File: config.mk
export PLATFORM = sky130hd
export DESIGN_NAME = scr1_tcm_portb_ctrl
export DESIGN_NICKNAME = d
export VERILOG_FILES = /design/src/rtl/scr1_tcm_portb_ctrl.sv
export SDC_FILE = /design/constraint.sdc
export NUM_CORES = 1
export LEC_CHECK = 0
export ABC_AREA = 1
export BUFFER_PORTS_ARGS = -buffer_cell sky130_fd_sc_hd__buf_4
export CAP_MARGIN = 15
export CELL_PAD_IN_SITES_DETAIL_PLACEMENT = 0
export CELL_PAD_IN_SITES_GLOBAL_PLACEMENT = 1
export CORE_ASPECT_RATIO = 1.2
export CORE_UTILIZATION = 32
export DETAILED_ROUTE_END_ITERATION = 7
export PLACE_DENSITY = 0.89
export SLEW_MARGIN = 15
export SYNTH_ARGS = -nofsm -noshare
export SYNTH_HDL_FRONTEND = slang
export SYNTH_SLANG_ARGS = --single-unit
export TNS_END_PERCENT = 20
File: constraint.sdc
create_clock -name clk -period 2 [get_ports clk]
set_clock_uncertainty 0.05 [all_clocks]
set_input_delay 0.1 -clock clk [delete_from_list [all_inputs] [get_ports clk]]
set_output_delay 0.1 -clock clk [all_outputs]
set_load 0.02 [all_outputs]
File: src/rtl/scr1_tcm_portb_ctrl.sv
// scr1_tcm_portb_ctrl: port B sequencer for the TCM dual-port RAM.
// Shares port B between the core data path (req0) and an optional
// boot/debug loader (req1). Sub-word writes run as read-modify-write
// because the RAM only takes full-word writes.
// Optional feature macro: SCR1_TCM_LOADER_EN adds the req1_* ports and
// round-robin arbitration between the two requesters.
module scr1_tcm_portb_ctrl #(
    parameter int unsigned SCR1_WIDTH  = 32,
    parameter int unsigned SCR1_SIZE   = 65536,
    parameter int unsigned SCR1_NBYTES = SCR1_WIDTH / 8,
    localparam int unsigned AW         = $clog2(SCR1_SIZE) - 2
) (
    input  logic                   clk,
    input  logic                   rst,

    input  logic                   req0_vld,
    input  logic                   req0_we,
    input  logic [AW-1:0]          req0_addr,
    input  logic [SCR1_NBYTES-1:0] req0_be,
    input  logic [SCR1_WIDTH-1:0]  req0_wdata,
    output logic                   req0_gnt,
    output logic                   req0_rvld,
    output logic [SCR1_WIDTH-1:0]  req0_rdata,

`ifdef SCR1_TCM_LOADER_EN
    input  logic                   req1_vld,
    input  logic                   req1_we,
    input  logic [AW-1:0]          req1_addr,
    input  logic [SCR1_NBYTES-1:0] req1_be,
    input  logic [SCR1_WIDTH-1:0]  req1_wdata,
    output logic                   req1_gnt,
    output logic                   req1_rvld,
    output logic [SCR1_WIDTH-1:0]  req1_rdata,
`endif

    output logic                   mem_renb,
    output logic                   mem_wenb,
    output logic [SCR1_NBYTES-1:0] mem_webb,
    output logic [AW-1:0]          mem_addrb,
    output logic [SCR1_WIDTH-1:0]  mem_datab,
    input  logic [SCR1_WIDTH-1:0]  mem_qb,

    output logic                   busy
);

    typedef enum logic [1:0] {
        ST_IDLE    = 2'd0,
        ST_RD_WAIT = 2'd1,
        ST_RMW_WR  = 2'd2
    } state_e;

    state_e                   state_q,     state_d;
    logic                     port_q,      port_d;
    logic [AW-1:0]            rmw_addr_q,  rmw_addr_d;
    logic [SCR1_NBYTES-1:0]   rmw_be_q,    rmw_be_d;
    logic [SCR1_WIDTH-1:0]    rmw_wdata_q, rmw_wdata_d;
`ifdef SCR1_TCM_LOADER_EN
    logic                     rr_ptr_q,    rr_ptr_d;
`endif

    // Winning request, muxed from the requesters
    logic                     sel_vld;
    logic                     sel_id;
    logic                     sel_we;
    logic [AW-1:0]            sel_addr;
    logic [SCR1_NBYTES-1:0]   sel_be;
    logic [SCR1_WIDTH-1:0]    sel_wdata;

    logic                     gnt_c;
    logic                     rvld_c;
    logic [SCR1_WIDTH-1:0]    rmw_merged;

    // The RAM cannot mask bytes, so every write is a full word
    assign mem_webb = '1;

    // Arbitration: a lone requester wins; on a tie the pointer picks the port
    // that was not granted last (pointer = port holding priority)
    always_comb begin
        sel_vld   = req0_vld;
        sel_id    = 1'b0;
        sel_we    = req0_we;
        sel_addr  = req0_addr;
        sel_be    = req0_be;
        sel_wdata = req0_wdata;
`ifdef SCR1_TCM_LOADER_EN
        sel_vld = req0_vld | req1_vld;
        if (req1_vld && (!req0_vld || rr_ptr_q)) begin
            sel_id    = 1'b1;
            sel_we    = req1_we;
            sel_addr  = req1_addr;
            sel_be    = req1_be;
            sel_wdata = req1_wdata;
        end
`endif
    end

    // RMW merge: enabled lanes from the latched write data, the rest from the RAM
    always_comb begin
        rmw_merged = mem_qb;
        for (int unsigned i = 0; i < SCR1_NBYTES; i++) begin
            if (rmw_be_q[i]) begin
                rmw_merged[i*8 +: 8] = rmw_wdata_q[i*8 +: 8];
            end
        end
    end

    // Next state, latched request fields and RAM port controls
    always_comb begin
        state_d     = state_q;
        port_d      = port_q;
        rmw_addr_d  = rmw_addr_q;
        rmw_be_d    = rmw_be_q;
        rmw_wdata_d = rmw_wdata_q;
`ifdef SCR1_TCM_LOADER_EN
        rr_ptr_d    = rr_ptr_q;
`endif
        gnt_c       = 1'b0;
        rvld_c      = 1'b0;
        mem_renb    = 1'b0;
        mem_wenb    = 1'b0;
        mem_addrb   = '0;
        mem_datab   = '0;

        case (state_q)
            ST_IDLE: begin
                if (sel_vld) begin
                    gnt_c  = 1'b1;
                    port_d = sel_id;
`ifdef SCR1_TCM_LOADER_EN
                    rr_ptr_d = ~sel_id;
`endif
                    if (!sel_we) begin
                        mem_renb  = 1'b1;
                        mem_addrb = sel_addr;
                        state_d   = ST_RD_WAIT;
                    end else if (&sel_be) begin
                        mem_wenb  = 1'b1;
                        mem_addrb = sel_addr;
                        mem_datab = sel_wdata;
                    end else if (|sel_be) begin
                        // Partial write: fetch the old word, merge next cycle
                        mem_renb    = 1'b1;
                        mem_addrb   = sel_addr;
                        rmw_addr_d  = sel_addr;
                        rmw_be_d    = sel_be;
                        rmw_wdata_d = sel_wdata;
                        state_d     = ST_RMW_WR;
                    end
                    // be == 0: accepted with no RAM access
                end
            end
            ST_RD_WAIT: begin
                rvld_c  = 1'b1;
                state_d = ST_IDLE;
            end
            ST_RMW_WR: begin
                mem_wenb  = 1'b1;
                mem_addrb = rmw_addr_q;
                mem_datab = rmw_merged;
                state_d   = ST_IDLE;
            end
            default: begin
                state_d = ST_IDLE;
            end
        endcase

        // Reset cycle: silence the RAM and requesters, drop any pending RMW
        if (rst) begin
            gnt_c     = 1'b0;
            rvld_c    = 1'b0;
            mem_renb  = 1'b0;
            mem_wenb  = 1'b0;
            mem_addrb = '0;
            mem_datab = '0;
            state_d   = ST_IDLE;
        end
    end

    // Per-requester grant and read-return steering
    always_comb begin
        req0_gnt   = gnt_c & ~sel_id;
        req0_rvld  = rvld_c & ~port_q;
        req0_rdata = (rvld_c & ~port_q) ? mem_qb : '0;
`ifdef SCR1_TCM_LOADER_EN
        req1_gnt   = gnt_c & sel_id;
        req1_rvld  = rvld_c & port_q;
        req1_rdata = (rvld_c & port_q) ? mem_qb : '0;
`endif
        busy       = (state_q != ST_IDLE) & ~rst;
    end

    // State and latched-request registers
    always_ff @(posedge clk) begin
        if (rst) begin
            state_q     <= ST_IDLE;
            port_q      <= 1'b0;
            rmw_addr_q  <= '0;
            rmw_be_q    <= '0;
            rmw_wdata_q <= '0;
`ifdef SCR1_TCM_LOADER_EN
            rr_ptr_q    <= 1'b0;
`endif
        end else begin
            state_q     <= state_d;
            port_q      <= port_d;
            rmw_addr_q  <= rmw_addr_d;
            rmw_be_q    <= rmw_be_d;
            rmw_wdata_q <= rmw_wdata_d;
`ifdef SCR1_TCM_LOADER_EN
            rr_ptr_q    <= rr_ptr_d;
`endif
        end
    end

endmodule
==> reports/qor.txt <==
=================================================================================
Final critical-path share of the clock period                              0.9343
Status                                                               finished, final reports clean
Biggest fanout along the worst timing path                                     13
Count of nets after finishing                                                 857
Overall die width                                                        97.06 um
Most common library cell in the layout ignoring fill and taps               buf_4
FFs w/ async S/R, synth                                                         0
Count of input and output buffers                                             168
Clock tree from TritonCTS                                                   built
Share of layout cells above drive strength 1                               0.2487
Post-cts repair resize count                                                    0
Source-to-sink clock delay at the later pin of the worst-skew pair        0.28 ns
Max Transition Viols Final                                                      0
Critical Path Max Stage Delay                                             0.33 ns
Wire length of the first global-routing pass                             16640 um
Gr ovfl total                                                                   0
Clock network fraction of design power                                      0.325
Setup slack on the worst flop-to-flop path                                0.47 ns
Max frequency                                                           535.1 MHz
Via count of the first global-routing pass                                   3517
Count of mapped cells out of synthesis                                        625
Std-Cell Core Area                                                     10520 um^2
Pin count of the biggest net entering global routing                           42
Buffers & Inverters on Critical Path                                            2
Post-synthesis cell type count                                                 21
Post-synth top area share                                                  0.3000
Register bit count reported by yosys                                           52
Synth-to-layout area growth                                                42.26%
Met3 WL post-DR                                                            764 um
WS Path Type                                                         flop to output pin
Number of flops mapped to enable cells by yosys                                 0
Top cell type by total area after synthesis                               dfxtp_1
Count of nets left with antenna violations after detail routing                 0
Final routed wirelength across all metal layers                          10290 um
Overall die height                                                       116.1 um
Clk buf depth                                                                   2
Dpl hpwl                                                                  7575 um
Share of total power in combinational logic                                 0.246
# H-tree levels                                                                 2
Top layer used by detailed routing                                           met4
Clock transition at the registers of the reported paths                   0.07 ns
DRC errors left                                                                 0
GPL Wtd Cong                                                               0.8218
Initial cell density of the core                                           0.3299
Ordered list of cells on the worst path                              nor2_2 -> nand3_2 -> nor2_4 -> buf_4 -> nand2_1 -> a21oi_1 -> buf_4
DRC marker count from the first detailed-route iteration                      120
Clk sinks                                                                      52
Clock Tree Root                                                         clkbuf_16
Switching share of power                                                   0.2925
Slowest-stage cell, CP                                                    dfxtp_1
Max-cap viol count                                                              0
Count of yosys warnings during synthesis                                        0
Worst path required time                                                  1.85 ns
Unrepaired setup endpoints after global routing                               yes
Most numerous cell on the critical path                                     buf_4
Util after Layout                                                          0.4694
Post-synthesis instance area                                            3470 um^2
Total clock buffers created by CTS                                              5
Max-slew headroom                                                          0.6033
Cells taking the most area after synthesis                           dfxtp_1 30%, nand2_1 17%, nor2_1 16%
Power density relative to cell area                                  543.1 nW/um^2
Post-CTS setup-driven buffer insertion count                                    0
Total global routing track utilization                                     0.1797
Worst hold slack after final layout                                    0.03290 ns
Sequential cell area fraction in the yosys report                          0.3000
Die Outline Area                                                       11260 um^2
Leakage component of the power                                           2.646 nW
Slew at the pin closest to its max-slew limit                           0.5942 ns
Detailed Routing Iterations Pass 1                                              7
Wire length per cell                                                     11.42 um
Total via count after detailed routing                                       4057
Reported net switching power                                          0.0007840 W
Number of endpoints failing setup at the final stage                            0
Class of the tightest hold or removal check                          primary input to flop
Detail-routed via count per cell                                            4.503
CTS Hold Buffers Added                                                          0
Time the worst path needs with I/O delays and setup                      1.869 ns
Metal-1 WL                                                                4499 um
Most frequent cells in the layout                                    172 x buf_4, 159 x nand2_1, 146 x nor2_1
Gate family responsible for the most delay along the worst path      simple AND/OR/NAND/NOR gates
Std cell rows                                                                  41
Final hold violation count                                                      0
Syn avg cell area                                                      5.551 um^2
CP Launch Type                                                               flop
Maximum vdd ir drop                                                   0.0003435 V
Ant. Diodes                                                                     0
Sequential share of power                                                   0.429
Cell Int Power                                                         0.001897 W
Initial antenna violation count                                                 0
Met2 wire length                                                          4957 um
Primary FF master, synth                                                  dfxtp_1
Arrival time worst endpoint                                               1.72 ns
Endpoint kind of the worst setup timing path                           output pin
Total I/O pin count                                                           173
=================================================================================
-- power groups by stage --
stage / registers (W) / clock network (W) / logic [W]
2_1_floorplan: 0.00116 / 0 / 0.000400
3_3_place_gp: 0.00117 / 0 / 0.000653
3_5_place_dp: 0.00117 / 0 / 0.000665
4_1_cts: 0.00115 / 0.000901 / 0.000666
5_1_grt: 0.00116 / 0.000946 / 0.000744
6_report: 0.00115 / 0.000871 / 0.000660
-- synthesized netlist by cell type (5+ instances only) --
cell	n
nand2_1	159
nor2_1	146
dfxtp_1	52
buf_6	5
buf_1	8
o21ai_0	25
clkbuf_1	14
a21oi_1	78
inv_1	97
nand3_1	16
buf_4	12
-- sequential cells by signal (all words and copies together), names as in the netlist --
signal	count
rmw_be_q	4
state_q	2
rmw_wdata_q	32
rmw_addr_q	14
-- worst min-delay path: stages --
cell and delay [ns]:
buf_4 0.11, nand3_1 0.08, inv_1 0.05
-- kinds of logic (layout without fill, tap and decap cells) --
group	after synthesis	in the layout	synth area share
flops	52	52	0.3000
simple gates	329	329	0.3732
other cells	1	4	0.001081
compound gates	104	104	0.1507
buf+inv	139	283	0.1749
-- layout make-up --
cell class / instances / area (um^2)
well taps: 129 / 161.4
repair buffers: 177 / 1383
clock buffers: 7 / 142.6
flip-flops and latches: 52 / 1041
multi-input cells: 437 / 1833
fillers: 1121 / 5580
clock inverters: 1 / 7.507
inverters: 98 / 367.9
-- worst paths after layout --
| kind | startpoint | endpoint | cells after the start |
|---|---|---|---|
| max | state_q[1] | mem_datab[11] | 7 |
| min | req0_vld | state_q[0] | 3 |
| max reg2reg | state_q[1] | rmw_wdata_q[16] | 7 |
| min reg2reg | rmw_wdata_q[14] | rmw_wdata_q[14] | 2 |
-- layer usage --
| metal | track usage | vias to the layer above |
|---|---|---|
| li1 | - | 2160 |
| met1 | 0.2193 | 1762 |
| met2 | 0.3272 | 131 |
| met3 | 0.03800 | 4 |
| met4 | 0.03582 | 0 |
| met5 | 0 | - |
-- through the flow --
step / instances / setup TNS (ns) / power [W] / area (um^2) / setup WS [ns]
after global placement: 893 / 0 / 0.001824 / 4782 / 0.4399
after floorplan: 628 / 0 / 0.001562 / 3481 / 0.2899
after CTS: 901 / 0 / 0.002717 / 4932 / 0.08187
after global routing: 901 / -0.06132 / 0.002848 / 4936 / -0.03354
final: 901 / 0 / 0.002681 / 4936 / 0.1313
after detailed placement: 893 / 0 / 0.001837 / 4782 / 0.4025
Power figures use the tool's default switching activity.
